$ cat config.mk
export PLATFORM = sky130hd
export DESIGN_NAME = result_drain
export DESIGN_NICKNAME = d
export VERILOG_FILES = /design/src/rtl/systolic_pkg.sv /design/src/rtl/result_bank.sv /design/src/rtl/result_drain.sv
export SDC_FILE = /design/constraint.sdc
export NUM_CORES = 1
export LEC_CHECK = 0
export ABC_AREA = 1
export CAP_MARGIN = 10
export CORE_MARGIN = 1
export CORE_UTILIZATION = 30
export DETAILED_ROUTE_END_ITERATION = 12
export MAX_ROUTING_LAYER = met4
export SKIP_CTS_REPAIR_TIMING = 1
export SLEW_MARGIN = 25
export SYNTH_ARGS = -nofsm -noshare
export SYNTH_HDL_FRONTEND = slang
export SYNTH_SLANG_ARGS = --single-unit
export TNS_END_PERCENT = 20
$ cat constraint.sdc
create_clock -name clk -period 6.2 [get_ports clk]
set_input_delay 0.62 -clock clk [delete_from_list [all_inputs] [get_ports clk]]
set_output_delay 0.62 -clock clk [all_outputs]
set_load 0.05 [all_outputs]
$ cat src/rtl/systolic_pkg.sv
`default_nettype none
// ============================================================================
// Module      : systolic_pkg
// Description : Constants and types shared by the systolic-array controller
//               and its result drain path.
//               DATA_W - width of one result word (IEEE-754 single)
//               N_OUT  - result words produced per capture
//               drain_state_e - drain FSM encoding (IDLE / DRAIN)
//               idx_width()   - clog2 with a floor of 1, for index buses
// Revision    : 1.0 - initial release
// ============================================================================
package systolic_pkg;

    localparam int DATA_W = 32;
    localparam int N_OUT  = 4;

    typedef enum logic [0:0] {
        ST_IDLE  = 1'b0,
        ST_DRAIN = 1'b1
    } drain_state_e;

    // Index width for n entries; a single-entry bank still needs a 1-bit index.
    function automatic int idx_width(input int n);
        int w;
        w = 1;
        while ((1 << w) < n) begin
            w = w + 1;
        end
        return w;
    endfunction

endpackage
`default_nettype wire

$ cat src/rtl/result_bank.sv
`default_nettype none
// ============================================================================
// Module      : result_bank
// Description : N_OUT x DATA_W holding register with parallel load from a
//               packed bus, an occupied flag and a word-select read port.
// Ports       : clk        - system clock
//               reset      - synchronous active-high reset (clears occupied)
//               load_i     - load data_i into the bank, mark occupied
//               clear_i    - mark bank empty (load_i has priority)
//               data_i     - packed words, word k at [k*DATA_W +: DATA_W]
//               rd_idx_i   - word select for rd_data_o
//               rd_data_o  - selected word
//               data_o     - whole bank, same packing as data_i
//               occupied_o - bank holds an undrained capture
// Revision    : 1.0 - initial release
// ============================================================================
module result_bank #(
    parameter int DATA_W = 32,
    parameter int N_OUT  = 4,
    parameter int IDX_W  = 2
) (
    input  logic                    clk,
    input  logic                    reset,
    input  logic                    load_i,
    input  logic                    clear_i,
    input  logic [N_OUT*DATA_W-1:0] data_i,
    input  logic [IDX_W-1:0]        rd_idx_i,
    output logic [DATA_W-1:0]       rd_data_o,
    output logic [N_OUT*DATA_W-1:0] data_o,
    output logic                    occupied_o
);

    logic [N_OUT*DATA_W-1:0] words_q;
    logic                    occupied_q;

    // Word storage needs no reset: it is only observed while occupied.
    always_ff @(posedge clk) begin
        if (load_i) begin
            words_q <= data_i;
        end
    end

    always_ff @(posedge clk) begin
        if (reset) begin
            occupied_q <= 1'b0;
        end else if (load_i) begin
            occupied_q <= 1'b1;
        end else if (clear_i) begin
            occupied_q <= 1'b0;
        end
    end

    assign rd_data_o  = words_q[int'(rd_idx_i) * DATA_W +: DATA_W];
    assign data_o     = words_q;
    assign occupied_o = occupied_q;

endmodule
`default_nettype wire

$ cat src/rtl/result_drain.sv
`default_nettype none
// ============================================================================
// Module      : result_drain
// Description : Captures N_OUT result words on a done strobe into a
//               double-buffered bank (active + pending) and streams them out
//               in index order on a valid/ready interface.
// Ports       : clk       - system clock
//               reset     - synchronous active-high reset
//               done      - single-cycle capture strobe
//               res_bus   - packed result words, word 0 in the LSBs
//               out_valid - out_data holds a valid word
//               out_ready - consumer accepts the word this cycle
//               out_data  - current result word
//               out_idx   - index of out_data within its capture
//               out_last  - out_valid on word N_OUT-1
//               busy      - active or pending bank occupied (registered)
//               overrun   - sticky: a capture was dropped
// Revision    : 1.0 - initial release
// ============================================================================
module result_drain #(
    parameter int DATA_W = systolic_pkg::DATA_W,
    parameter int N_OUT  = systolic_pkg::N_OUT,
    parameter int IDX_W  = systolic_pkg::idx_width(systolic_pkg::N_OUT)
) (
    input  logic                    clk,
    input  logic                    reset,
    input  logic                    done,
    input  logic [N_OUT*DATA_W-1:0] res_bus,
    output logic                    out_valid,
    input  logic                    out_ready,
    output logic [DATA_W-1:0]       out_data,
    output logic [IDX_W-1:0]        out_idx,
    output logic                    out_last,
    output logic                    busy,
    output logic                    overrun
);

    localparam logic [IDX_W-1:0] c_LAST_IDX = IDX_W'(N_OUT - 1);

    systolic_pkg::drain_state_e state_q, state_d;
    logic [IDX_W-1:0]           idx_q, idx_d;
    logic                       overrun_q, overrun_d;
    logic                       busy_q;

    logic                       w_hs, w_last_hs;
    logic                       w_act_load, w_act_clear, w_act_from_pend;
    logic                       w_pend_load, w_pend_clear;
    logic                       w_act_occ, w_pend_occ;
    logic                       w_act_occ_next, w_pend_occ_next;
    logic [N_OUT*DATA_W-1:0]    w_act_src;
    logic [N_OUT*DATA_W-1:0]    w_pend_data;
    logic [N_OUT*DATA_W-1:0]    w_act_data_unused;
    logic [DATA_W-1:0]          w_pend_word_unused;
    logic [DATA_W-1:0]          w_act_word;

    assign out_valid = (state_q == systolic_pkg::ST_DRAIN);
    assign w_hs      = out_valid && out_ready;
    assign w_last_hs = w_hs && (idx_q == c_LAST_IDX);

    always_comb begin
        state_d         = state_q;
        idx_d           = idx_q;
        overrun_d       = overrun_q;
        w_act_load      = 1'b0;
        w_act_clear     = 1'b0;
        w_act_from_pend = 1'b0;
        w_pend_load     = 1'b0;
        w_pend_clear    = 1'b0;

        case (state_q)
            systolic_pkg::ST_IDLE: begin
                if (done) begin
                    w_act_load = 1'b1;
                    idx_d      = '0;
                    state_d    = systolic_pkg::ST_DRAIN;
                end
            end

            systolic_pkg::ST_DRAIN: begin
                if (w_last_hs) begin
                    // Reload on the final beat so the stream never bubbles.
                    idx_d = '0;
                    if (w_pend_occ) begin
                        w_act_load      = 1'b1;
                        w_act_from_pend = 1'b1;
                        if (done) begin
                            w_pend_load = 1'b1;
                        end else begin
                            w_pend_clear = 1'b1;
                        end
                    end else if (done) begin
                        w_act_load = 1'b1;
                    end else begin
                        w_act_clear = 1'b1;
                        state_d     = systolic_pkg::ST_IDLE;
                    end
                end else begin
                    if (w_hs) begin
                        idx_d = idx_q + IDX_W'(1);
                    end
                    if (done) begin
                        if (!w_pend_occ) begin
                            w_pend_load = 1'b1;
                        end else begin
                            overrun_d = 1'b1;
                        end
                    end
                end
            end

            default: begin
                state_d = systolic_pkg::ST_IDLE;
            end
        endcase
    end

    assign w_act_src       = w_act_from_pend ? w_pend_data : res_bus;
    assign w_act_occ_next  = w_act_load  || (w_act_occ  && !w_act_clear);
    assign w_pend_occ_next = w_pend_load || (w_pend_occ && !w_pend_clear);

    always_ff @(posedge clk) begin
        if (reset) begin
            state_q   <= systolic_pkg::ST_IDLE;
            idx_q     <= '0;
            overrun_q <= 1'b0;
            busy_q    <= 1'b0;
        end else begin
            state_q   <= state_d;
            idx_q     <= idx_d;
            overrun_q <= overrun_d;
            busy_q    <= w_act_occ_next || w_pend_occ_next;
        end
    end

    result_bank #(
        .DATA_W (DATA_W),
        .N_OUT  (N_OUT),
        .IDX_W  (IDX_W)
    ) u_active (
        .clk        (clk),
        .reset      (reset),
        .load_i     (w_act_load),
        .clear_i    (w_act_clear),
        .data_i     (w_act_src),
        .rd_idx_i   (idx_q),
        .rd_data_o  (w_act_word),
        .data_o     (w_act_data_unused),
        .occupied_o (w_act_occ)
    );

    result_bank #(
        .DATA_W (DATA_W),
        .N_OUT  (N_OUT),
        .IDX_W  (IDX_W)
    ) u_pending (
        .clk        (clk),
        .reset      (reset),
        .load_i     (w_pend_load),
        .clear_i    (w_pend_clear),
        .data_i     (res_bus),
        .rd_idx_i   ('0),
        .rd_data_o  (w_pend_word_unused),
        .data_o     (w_pend_data),
        .occupied_o (w_pend_occ)
    );

    // Bank contents are not reset, so gate the data path with valid to keep
    // out_data at zero whenever nothing is being presented.
    assign out_data = out_valid ? w_act_word : '0;
    assign out_idx  = idx_q;
    assign out_last = out_valid && (idx_q == c_LAST_IDX);
    assign busy     = busy_q;
    assign overrun  = overrun_q;

endmodule
`default_nettype wire

==> results by group, run 1 <==
Critical path
  – Worst EP arrival: 3540 ps
  – Crit Path Class: flip-flop to output port
  – CP max stage cell: dfxtp_2
  – Worst Path Max Fanout: 36
  – FF-to-FF Start: out_idx[1]$_SDFFE_PP0P_
  – FF-to-FF End: u_active.data_o[54]$_DFFE_PP_
  – Nature of the critical path endpoint: output port
  – WP data required: 5580 ps
  – Startpoint types: flip-flop
  – CP max stage delay: 960 ps
  – Reg2Reg Depth: 6
  – Cell Chain, Critical Path: clkinv_1, buf_4, nor2_1, o21ai_0, a21oi_1, clkdlybuf4s50_1
  – FF-to-FF setup slack: 2790 ps

Logic synthesis
  – Post-Syn Area: 11,200 um2
  – Most common cell in the netlist: edfxtp_1
  – Area contributors post-synth: edfxtp_1 (69%), nand2_1 (4.9%), inv_1 (4.7%)
  – Average size of a mapped cell: 11.5 um2
  – Synthesis Warnings: 0
  – Syn Nets: 1,102
  – EDFF count, synth: 256
  – Ys async rst share: 0%
  – Sequential area share after synthesis: 70.1%
  – Synth Instances: 969
  – Synth unique cells: 18
  – Area leader, netlist: edfxtp_1
  – Yosys top cell area share: 68.8%
  – Count of state elements after synthesis: 263
  – Synth Flop Type: edfxtp_1
  – Synth top cells by count: edfxtp_1 (256), nand2_1 (147), inv_1 (141)

Clocking
  – CTS sink cnt: 263
  – Clock Latency Late Sink: 560 ps
  – CTS buffer count: 30
  – CTS tree: yes
  – Max Buffers Root-to-Sink: 3
  – Root buffer cell: clkbuf_16
  – CTS clock-pin slew for the worst setup and hold paths: 60 ps
  – Htree depth: 1

Timing
  – Final worst-path cycle share: 67.1%
  – Final Setup Violations: 0
  – Rel. slew slack: 34.3%
  – Worst Hold Slack: 451 ps
  – Setup_tns: 0 ps
  – Hold Vio Cnt, Final: 0
  – RSZ-0062 raised after global routing: no
  – Final Max Tran Viols: 0
  – Measured slew at the worst slew-check pin: 985 ps
  – Max Freq: 0.240 GHz
  – Crit path time final: 4160 ps
  – Final Skew: 13.2 ps

Min path
  – Worst hold start: overrun$_SDFFE_PP0P_
  – Worst Hold End: overrun$_SDFFE_PP0P_
  – Worst hold stages: 2
  – HP Class: flip-flop to flip-flop

Routing
  – Total number of vias: 7,062
  – First-pass detailed-route iteration total: 4
  – Final WL: 25,200 um
  – Drt drc: 0
  – Drt initial violations: 337
  – Mean routed wirelength per cell: 15.5 um
  – Final antenna-violating net count: 0
  – Via density: 4.36

GRT
  – Gr ovfl total: 0
  – Via count of the first global-routing pass: 7,007
  – Largest net degree at the start of global routing: 135
  – First-pass GRT wire length: 39,600 um
  – Initial antenna violation count: 2
  – GRT Util Overall: 13.8%

Floorplan
  – Row count: 70
  – I/O pin cnt: 170
  – Core Area: 36,600 um2
  – Die Area: 38,000 um2
  – Die height: 195 um
  – Initial core utilization: 30.5%
  – Die Width: 195 um

Placement
  – IO Port Bufs: 169
  – Post-DP HPWL: 15,100 um
  – GPL Wtd Cong: 0.796

Flow run
  – Max-Cap Viols: 0

Status
  – Status: finished clean

Pwr
  – Maximum VDD drop: 245 uV
  – Leak: 5.54 nW
  – Power Density: 294 nW/um2

Finish
  – Net count, final: 1,261
  – Area grow syn2layout: 26.7%
  – Proportion of layout cells with a drive suffix above 1: 9.13%
  – Layout Utilization: 38.7%
[registers in the layout, summed over array words and instances, names as in the netlist]
register,count
busy,1
u_active.data_o,128
u_pending.occupied_o,1
overrun,1
out_idx,2
u_pending.data_o,128
out_valid,1
u_active.occupied_o,1
[where the power goes]
group | internal (mW) | switching [mW] | total, mW
sequential | 2.04 | 0.0252 | 2.07
clock | 1.03 | 0.700 | 1.73
combinational | 0.151 | 0.218 | 0.369
[layout by cell type (no fill, tap or decap), types with 4 or more instances in the layout]
master / count
clkinv_1: 5
o21ai_0: 65
clkdlybuf4s50_1: 169
o21ai_1: 80
clkbuf_16: 32
clkbuf_1: 10
nand2_1: 147
clkbuf_8: 4
edfxtp_1: 256
dfxtp_1: 5
o21ai_2: 48
nor2_1: 132
a21oi_1: 35
buf_4: 6
inv_1: 138
[worst max-delay path by stage]
stage | cells after the start | from | slack (ps) | end
2_1_floorplan | 5 | out_idx[0]$_SDFFE_PP0P_ | 1060 | u_pending.data_o[0]$_DFFE_PP_
3_3_place_gp | 6 | out_idx[1]$_SDFFE_PP0P_ | 2680 | out_data[3]
3_5_place_dp | 6 | out_idx[1]$_SDFFE_PP0P_ | 2590 | out_data[3]
4_1_cts | 6 | out_idx[1]$_SDFFE_PP0P_ | 2010 | out_data[3]
5_1_grt | 6 | out_idx[1]$_SDFFE_PP0P_ | 1730 | out_data[3]
6_report | 6 | out_idx[1]$_SDFFE_PP0P_ | 2040 | out_data[6]
[cell families after synthesis]
| group | Yosys count | share of synthesized area, % |
|---|---|---|
| flip-flops | 263 | 70.1 |
| buffers and inverters | 194 | 8.31 |
| adder cells (fa/ha/maj) | 1 | 0.112 |
| AND/OR/NAND/NOR | 283 | 9.67 |
| AO/OA/AOI/OAI | 228 | 11.8 |
[layout make-up]
| cell class | instances | area [um2] |
|---|---|---|
| sequential | 263 | 7830 |
| inverter | 143 | 544 |
| multi-input combinational | 512 | 2420 |
| antenna | 2 | 5.00 |
| tap | 468 | 586 |
| timing repair buffer | 178 | 1800 |
| clock buffer | 46 | 893 |
| clock inverter | 8 | 70.1 |
| fill | 3552 | 22500 |
[through the flow]
stage / power (mW) / instances / setup WS (ps) / area (um2)
6_report: 4.16 / 1620 / 2040 / 14200
5_1_grt: 4.32 / 1620 / 1730 / 14200
4_1_cts: 4.23 / 1617 / 2010 / 14100
3_5_place_dp: 2.48 / 1563 / 2590 / 13200
3_3_place_gp: 2.47 / 1563 / 2680 / 13200
2_1_floorplan: 2.30 / 969 / 1060 / 11200
[metal layers]
metal | part of all wire [%] | GRT usage [%] | vias to the layer above
li1 | - | - | 3568
met3 | 6.1 | 3.38 | 43
met4 | 2.1 | 3.18 | 0
met1 | 46 | 17.8 | 3264
met2 | 46 | 21.8 | 187
met5 | 0 | - | -
[worst max-delay path: cells and delay by family (launching register included)]
kind / cells / cell delay [ps]
AO/OA/AOI/OAI: 2 / 340
buffers and inverters: 3 / 1540
flip-flops: 1 / 960
AND/OR/NAND/NOR: 1 / 140
Power figures use the tool's default switching activity.
==> run 2, diff against run 1 <==
==> constraint.sdc (replaced) <==
create_clock -name clk -period 4.2 [get_ports clk]
set_input_delay 0.42 -clock clk [delete_from_list [all_inputs] [get_ports clk]]
set_output_delay 0.42 -clock clk [all_outputs]
set_load 0.05 [all_outputs]
==> run 2 against run 1 <==
  * Global-route usage increased by 0.32 points
  * Core utilization increased by 0.50 points
  * First-iteration DRC count increased by 21%
  * Hold slack improved by 3.8 ps
  * Power increased by 52%
  * Highest routed layer unchanged
  * Sequential share of layout area decreased by 0.70 points
  * Non-clock buffer count increased by 10
  * Die area unchanged
  * Register-to-register slack got worse by 1500 ps
  * Clock skew decreased by 1.3 ps
  * Via count increased by 2.8%
  * Largest cell class unchanged
==> results by group, run 2 (synthesized netlist as in run 1, its figures left out) <==
Floorplan
  – Die Width: 195 um (unchanged)
  – Die height: 195 um (unchanged)
  – Row count: 70 (unchanged)
  – I/O pin cnt: 170 (unchanged)
  – Initial core utilization: 30.5% (unchanged)
  – Core Area: 36,600 um2 (unchanged)
  – Die Area: 38,000 um2 (unchanged)

Status
  – Status: finished clean (unchanged)

Finish
  – Area grow syn2layout: 28.4% (was 26.7%)
  – Proportion of layout cells with a drive suffix above 1: 10.0% (was 9.13%)
  – Final non-filler cell total: 1,631 (was 1,620)
  – Final Cell Area: 14,300 um2 (was 14,200 um2)
  – Commonest non-fill, non-tap cell in the layout: edfxtp_1 (unchanged)
  – Commonest cells after routing, fill and taps aside: edfxtp_1 (256), clkdlybuf4s50_1 (169), nand2_1 (147), inv_1 (138), nor2_1 (132) (unchanged)
  – Fillers: 3,520 (was 3,552)
  – Net count, final: 1,270 (was 1,261)

Critical path
  – CP max stage delay: 830 ps (was 960 ps)
  – Worst EP arrival: 3250 ps (was 3540 ps)
  – Startpoint types: flip-flop (unchanged)
  – FF-to-FF Start: out_valid$_SDFF_PP0_ (was out_idx[1]$_SDFFE_PP0P_)
  – CP delay by family, top: buffers and inverters (unchanged)
  – Crit Path Class: flip-flop to output port (unchanged)
  – FF-to-FF End: u_active.data_o[64]$_DFFE_PP_ (was u_active.data_o[54]$_DFFE_PP_)
  – Reg2Reg Depth: 7 (was 6)
  – Worst Path Max Fanout: 21 (was 36)
  – CP max stage cell: clkdlybuf4s50_1 (was dfxtp_2)
  – CP bufs+invs: 3 (unchanged)
  – Cell Chain, Critical Path: clkinv_1, buf_4, a21oi_1, clkdlybuf4s50_1 (was clkinv_1, buf_4, nor2_1, o21ai_0, a21oi_1, clkdlybuf4s50_1)
  – WP data required: 3780 ps (was 5580 ps)
  – Nature of the critical path endpoint: output port (unchanged)
  – FF-to-FF setup slack: 1270 ps (was 2790 ps)

Routing
  – Total number of vias: 7,261 (was 7,062)
  – Final WL: 26,000 um (was 25,200 um)
  – Final antenna-violating net count: 0 (unchanged)
  – Drt initial violations: 408 (was 337)
  – Via density: 4.45 (was 4.36)
  – Drt drc: 0 (unchanged)
  – Mean routed wirelength per cell: 15.9 um (was 15.5 um)
  – First-pass detailed-route iteration total: 5 (was 4)

Placement
  – Area after DPL: 13,300 um2 (was 13,200 um2)
  – GPL Wtd Cong: 0.807 (was 0.796)
  – Post-DP HPWL: 16,600 um (was 15,100 um)
  – Dpl ws: 1030 ps (was 2590 ps)
  – Inst Count DP: 1,574 (was 1,563)
  – IO Port Bufs: 169 (unchanged)

Clocking
  – CTS sink cnt: 263 (unchanged)
  – CTS clock-pin slew for the worst setup and hold paths: 60 ps (about the same)
  – Max Buffers Root-to-Sink: 3 (unchanged)
  – Htree depth: 1 (unchanged)
  – CTS buffer count: 29 (was 30)
  – Root buffer cell: clkbuf_16 (unchanged)
  – Clock Latency Late Sink: 550 ps (was 560 ps)
  – CTS tree: yes (unchanged)

Pwr
  – Power Density: 441 nW/um2 (was 294 nW/um2)
  – Maximum VDD drop: 317 uV (was 245 uV)
  – Leak: 5.62 nW (was 5.54 nW)

Min path
  – Worst hold start: res_bus[117] (was overrun$_SDFFE_PP0P_)
  – Worst Hold End: u_pending.data_o[117]$_DFFE_PP_ (was overrun$_SDFFE_PP0P_)
  – HP Class: primary input to flip-flop (was flip-flop to flip-flop)
  – Worst hold stages: 1 (was 2)

Timing
  – RSZ-0062 raised after global routing: no (unchanged)
  – Hold Vio Cnt, Final: 0 (unchanged)
  – Final Skew: 11.9 ps (was 13.2 ps)
  – Max Freq: 0.272 GHz
  – Crit path time final: 3670 ps
  – Final Setup Violations: 0 (unchanged)
  – Measured slew at the worst slew-check pin: 907 ps (was 985 ps)
  – Rel. slew slack: 39.2% (was 34.3%)
  – Final Max Tran Viols: 0 (unchanged)
  – Final worst-path cycle share: 87.5%
  – Setup slack after layout: 526 ps (was 2040 ps)

GRT
  – GRT Util Overall: 14.1% (was 13.8%)
  – Largest net degree at the start of global routing: 61 (was 135)
  – Initial antenna violation count: 3 (was 2)
  – First-pass GRT wire length: 40,500 um (was 39,600 um)
  – Via count of the first global-routing pass: 7,190 (was 7,007)
  – Gr ovfl total: 0 (unchanged)

Flow run
  – Max-Cap Viols: 0 (unchanged)
## run 2: cell types whose count changed in the layout (fill, tap and decap cells not counted), moves of 2 or more
cell	before	now
clkbuf_16	32	29
buf_12	2	7
bufinv_16	1	6
buf_4	6	12
clkbuf_1	10	8
clkinv_2	2	0
## run 2: final cells by class
| type | count | area, um2 | area share, % |
|---|---|---|---|
| diodes | 3 | 7.51 | 0.0524 |
| well taps | 468 | 586 | 4.08 |
| multi-input cells | 512 | 2420 | 16.9 |
| flip-flops and latches | 263 | 7830 | 54.6 |
| clock buffers | 40 | 797 | 5.56 |
| repair buffers | 188 | 1920 | 13.4 |
| clock inverters | 14 | 231 | 1.61 |
| inverters | 143 | 542 | 3.78 |
## run 2: through the flow
stage / power, mW / hold slack [ps] / TNS [ps] / utilization, %
CTS: 6.43 / 423 / 0 / 39.1
global route: 6.57 / 431 / 0 / 39.2
finish: 6.33 / 455 / 0 / 39.2
detailed placement: 3.67 / 471 / 0 / 36.3
global placement: 3.66 / 442 / 0 / 36.3
floorplan: 3.39 / 489 / -12460 / -
## run 2: worst register-to-register path, stage by stage, from the launching register on
cell	delay (ps)
dfxtp_1	450
clkinv_1	770
buf_4	510
nand2_1	120
nand2_1	60
nand2_1	150
inv_6	220
buf_4	380
## run 2: worst max path at each step
| stage | from | to | slack [ps] | cells after the start |
|---|---|---|---|---|
| final | out_valid$_SDFF_PP0_ | out_data[1] | 530 | 4 |
| after global routing | out_valid$_SDFF_PP0_ | out_data[1] | 310 | 4 |
| after CTS | out_valid$_SDFF_PP0_ | out_data[1] | 430 | 4 |
| after detailed placement | out_valid$_SDFF_PP0_ | out_data[1] | 1030 | 4 |
| after global placement | out_idx[0]$_SDFFE_PP0P_ | out_data[28] | 1110 | 5 |
| after floorplan | out_idx[0]$_SDFFE_PP0P_ | u_active.data_o[0]$_DFFE_PP_ | -100 | 5 |
## run 2: power by group
group | total (mW) | internal, mW | switching (mW)
Clock | 2.72 | 1.69 | 1.02
Sequential | 3.05 | 3.01 | 0.0332
Combinational | 0.563 | 0.232 | 0.331
Total | 6.33 | 4.94 | 1.39
## run 2: metal layers
layer  track usage (%)  wire [um]  vias up
met1              18.3      11800     3415
met4              4.61        837        0
met3              2.60       1270       53
met5                 -          0        -
li1                  -          -     3610
met2              22.4      12100      183
==> run 3, diff against run 2 <==
--- a/config.mk
+++ b/config.mk
@@ -9,6 +9,7 @@
 export CAP_MARGIN = 10
 export CORE_MARGIN = 1
 export CORE_UTILIZATION = 30
+export CTS_CLUSTER_DIAMETER = 30
 export DETAILED_ROUTE_END_ITERATION = 12
 export MAX_ROUTING_LAYER = met4
 export SKIP_CTS_REPAIR_TIMING = 1
==> run 3 against run 2 <==
  * Hold slack lost 20 ps
  * Maximum frequency up 0.85%
  * First-iteration DRC count down 10%
  * Clock power rose by 100%
  * Via count is 3.1% higher
  * Clock-buffer cell count increased by 38
  * Non-clock buffer count unchanged
  * Die area unchanged
  * Critical path type unchanged
  * Largest power group is now the clock network
  * Highest routed layer unchanged
==> results by group, run 3 (synthesized netlist as in run 1, its figures left out) <==
Floorplan
  – Die height: 195 um (unchanged)
  – Core Area: 36,600 um2 (unchanged)
  – Initial core utilization: 30.5% (unchanged)
  – Row count: 70 (unchanged)
  – I/O pin cnt: 170 (unchanged)
  – Die Area: 38,000 um2 (unchanged)
  – Die Width: 195 um (unchanged)

Finish
  – Final Cell Area: 15,700 um2 (was 14,300 um2)
  – Proportion of layout cells with a drive suffix above 1: 14.6% (was 10.0%)
  – Commonest cells after routing, fill and taps aside: edfxtp_1 (256), clkdlybuf4s50_1 (169), nand2_1 (147), inv_1 (138), nor2_1 (132) (unchanged)
  – Area grow syn2layout: 40.8% (was 28.4%)
  – Net count, final: 1,307 (was 1,270)
  – Layout Utilization: 43.0% (was 39.2%)
  – Final non-filler cell total: 1,699 (was 1,631)
  – Commonest non-fill, non-tap cell in the layout: edfxtp_1 (unchanged)

Timing
  – Final Skew: 17.5 ps (was 11.9 ps)
  – Hold Vio Cnt, Final: 0 (unchanged)
  – Measured slew at the worst slew-check pin: 858 ps (was 907 ps)
  – Final Setup Violations: 0 (unchanged)
  – Max Freq: 0.274 GHz (was 0.272 GHz)
  – Crit path time final: 3640 ps (was 3670 ps)
  – Final worst-path cycle share: 86.7% (was 87.5%)
  – Worst Hold Slack: 435 ps (was 455 ps)
  – Final Max Tran Viols: 0 (unchanged)
  – Rel. slew slack: 42.4% (was 39.2%)
  – RSZ-0062 raised after global routing: no (unchanged)
  – Setup_tns: 0 ps (unchanged)

Placement
  – Post-DP HPWL: 16,600 um (unchanged)
  – Inst Count DP: 1,574 (unchanged)
  – IO Port Bufs: 169 (unchanged)
  – GPL Wtd Cong: 0.807 (unchanged)
  – Area after DPL: 13,300 um2 (unchanged)

GRT
  – GRT Util Overall: 14.9% (was 14.1%)
  – Gr ovfl total: 0 (unchanged)
  – Initial antenna violation count: 4 (was 3)
  – Via count of the first global-routing pass: 7,629 (was 7,190)
  – First-pass GRT wire length: 42,000 um (was 40,500 um)
  – Largest net degree at the start of global routing: 61 (unchanged)

Routing
  – Total number of vias: 7,486 (was 7,261)
  – Drt initial violations: 366 (was 408)
  – Final antenna-violating net count: 0 (unchanged)
  – Final WL: 26,900 um (was 26,000 um)
  – First-pass detailed-route iteration total: 7 (was 5)
  – Mean routed wirelength per cell: 15.8 um (was 15.9 um)
  – Via density: 4.41 (was 4.45)
  – Drt drc: 0 (unchanged)

Clocking
  – CTS tree: yes (unchanged)
  – CTS clock-pin slew for the worst setup and hold paths: 50 ps (was 60 ps)
  – Htree depth: 3 (was 1)
  – Clock Latency Late Sink: 560 ps (was 550 ps)
  – CTS sink cnt: 263 (unchanged)
  – CTS buffer count: 66 (was 29)
  – Max Buffers Root-to-Sink: 3 (unchanged)
  – Root buffer cell: clkbuf_16 (unchanged)

Critical path
  – FF-to-FF End: u_active.data_o[23]$_DFFE_PP_ (was u_active.data_o[64]$_DFFE_PP_)
  – Crit. Startpoint: out_valid$_SDFF_PP0_ (unchanged)
  – FF-to-FF setup slack: 1320 ps (was 1270 ps)
  – Crit Path Class: flip-flop to output port (unchanged)
  – FF-to-FF Start: out_valid$_SDFF_PP0_ (unchanged)
  – Cell Chain, Critical Path: clkinv_1, buf_4, a21oi_1, clkdlybuf4s50_1 (unchanged)
  – Setup crit end: out_data[1] (unchanged)
  – Startpoint types: flip-flop (unchanged)
  – Reg2Reg Depth: 7 (unchanged)
  – Worst EP arrival: 3220 ps (was 3250 ps)
  – Worst Path Max Fanout: 21 (unchanged)
  – CP max stage delay: 830 ps (about the same)
  – Nature of the critical path endpoint: output port (unchanged)
  – WP data required: 3780 ps (about the same)
  – CP max stage cell: clkdlybuf4s50_1 (unchanged)

Pwr
  – Switch share: 21.6% (was 21.9%)
  – Leak: 6.30 nW (was 5.62 nW)
  – Switch Pwr: 1.96 mW (was 1.39 mW)
  – Int Pwr: 7.12 mW (was 4.94 mW)
  – Combinational group share of total power: 6.2% (was 8.9%)
  – Maximum VDD drop: 278 uV (was 317 uV)
  – Power Density: 577 nW/um2 (was 441 nW/um2)
  – Clk pwr share: 60.1% (was 43.0%)
  – Sequential Power Share: 33.7% (was 48.2%)

Flow run
  – Max-Cap Viols: 0 (unchanged)

Status
  – Status: finished clean (unchanged)

Min path
  – HP Class: primary input to flip-flop (unchanged)
run 3: metrics by stage:
step                setup WS [ps]  total power [mW]
floorplan                   -97.3              3.39
global placement             1110              3.66
detailed placement           1030              3.67
CTS                           408              9.22
global route                  287              9.41
finish                        557              9.08
run 3: critical path, delay by kind of cell (launching register included):
kind | cells | cell delay, ps
buffers and inverters | 3 | 2050
DFF | 1 | 440
AOI/OAI and AO/OA | 1 | 150
run 3: routing by layer:
metal | GRT usage, % | vias up | part of all wire (%)
li1 | - | 3706 | -
met1 | 18.4 | 3505 | 45
met2 | 22.4 | 215 | 46
met3 | 4.37 | 60 | 6.6
met4 | 7.44 | 0 | 3.1
met5 | - | - | 0
run 3: cell type report:
cell class / instances / area [um2]
Fill cell: 3405 / 20900
Clock buffer: 78 / 1720
Antenna cell: 4 / 10.0
Clock inverter: 43 / 699
Tap cell: 468 / 586
Sequential cell: 263 / 7830
Inverter: 143 / 542
Timing Repair Buffer: 188 / 1920
Multi-Input combinational cell: 512 / 2420
run 3: power groups by stage:
| stage | registers [mW] | logic, mW | clock network [mW] |
|---|---|---|---|
| floorplan | 3.11 | 0.280 | 0 |
| global placement | 3.10 | 0.561 | 0 |
| detailed placement | 3.10 | 0.570 | 0 |
| CTS | 3.06 | 0.574 | 5.58 |
| global route | 3.07 | 0.615 | 5.73 |
| finish | 3.06 | 0.562 | 5.46 |
run 3: how the worst min path moves through the flow:
stage	start	end	cells past startpoint
after global placement	overrun$_SDFFE_PP0P_	overrun$_SDFFE_PP0P_	2
after floorplan	reset	out_idx[1]$_SDFFE_PP0P_	1
after CTS	res_bus[102]	u_pending.data_o[102]$_DFFE_PP_	1
after global routing	res_bus[102]	u_pending.data_o[102]$_DFFE_PP_	1
after detailed placement	overrun$_SDFFE_PP0P_	overrun$_SDFFE_PP0P_	2
final	res_bus[102]	u_pending.data_o[102]$_DFFE_PP_	1
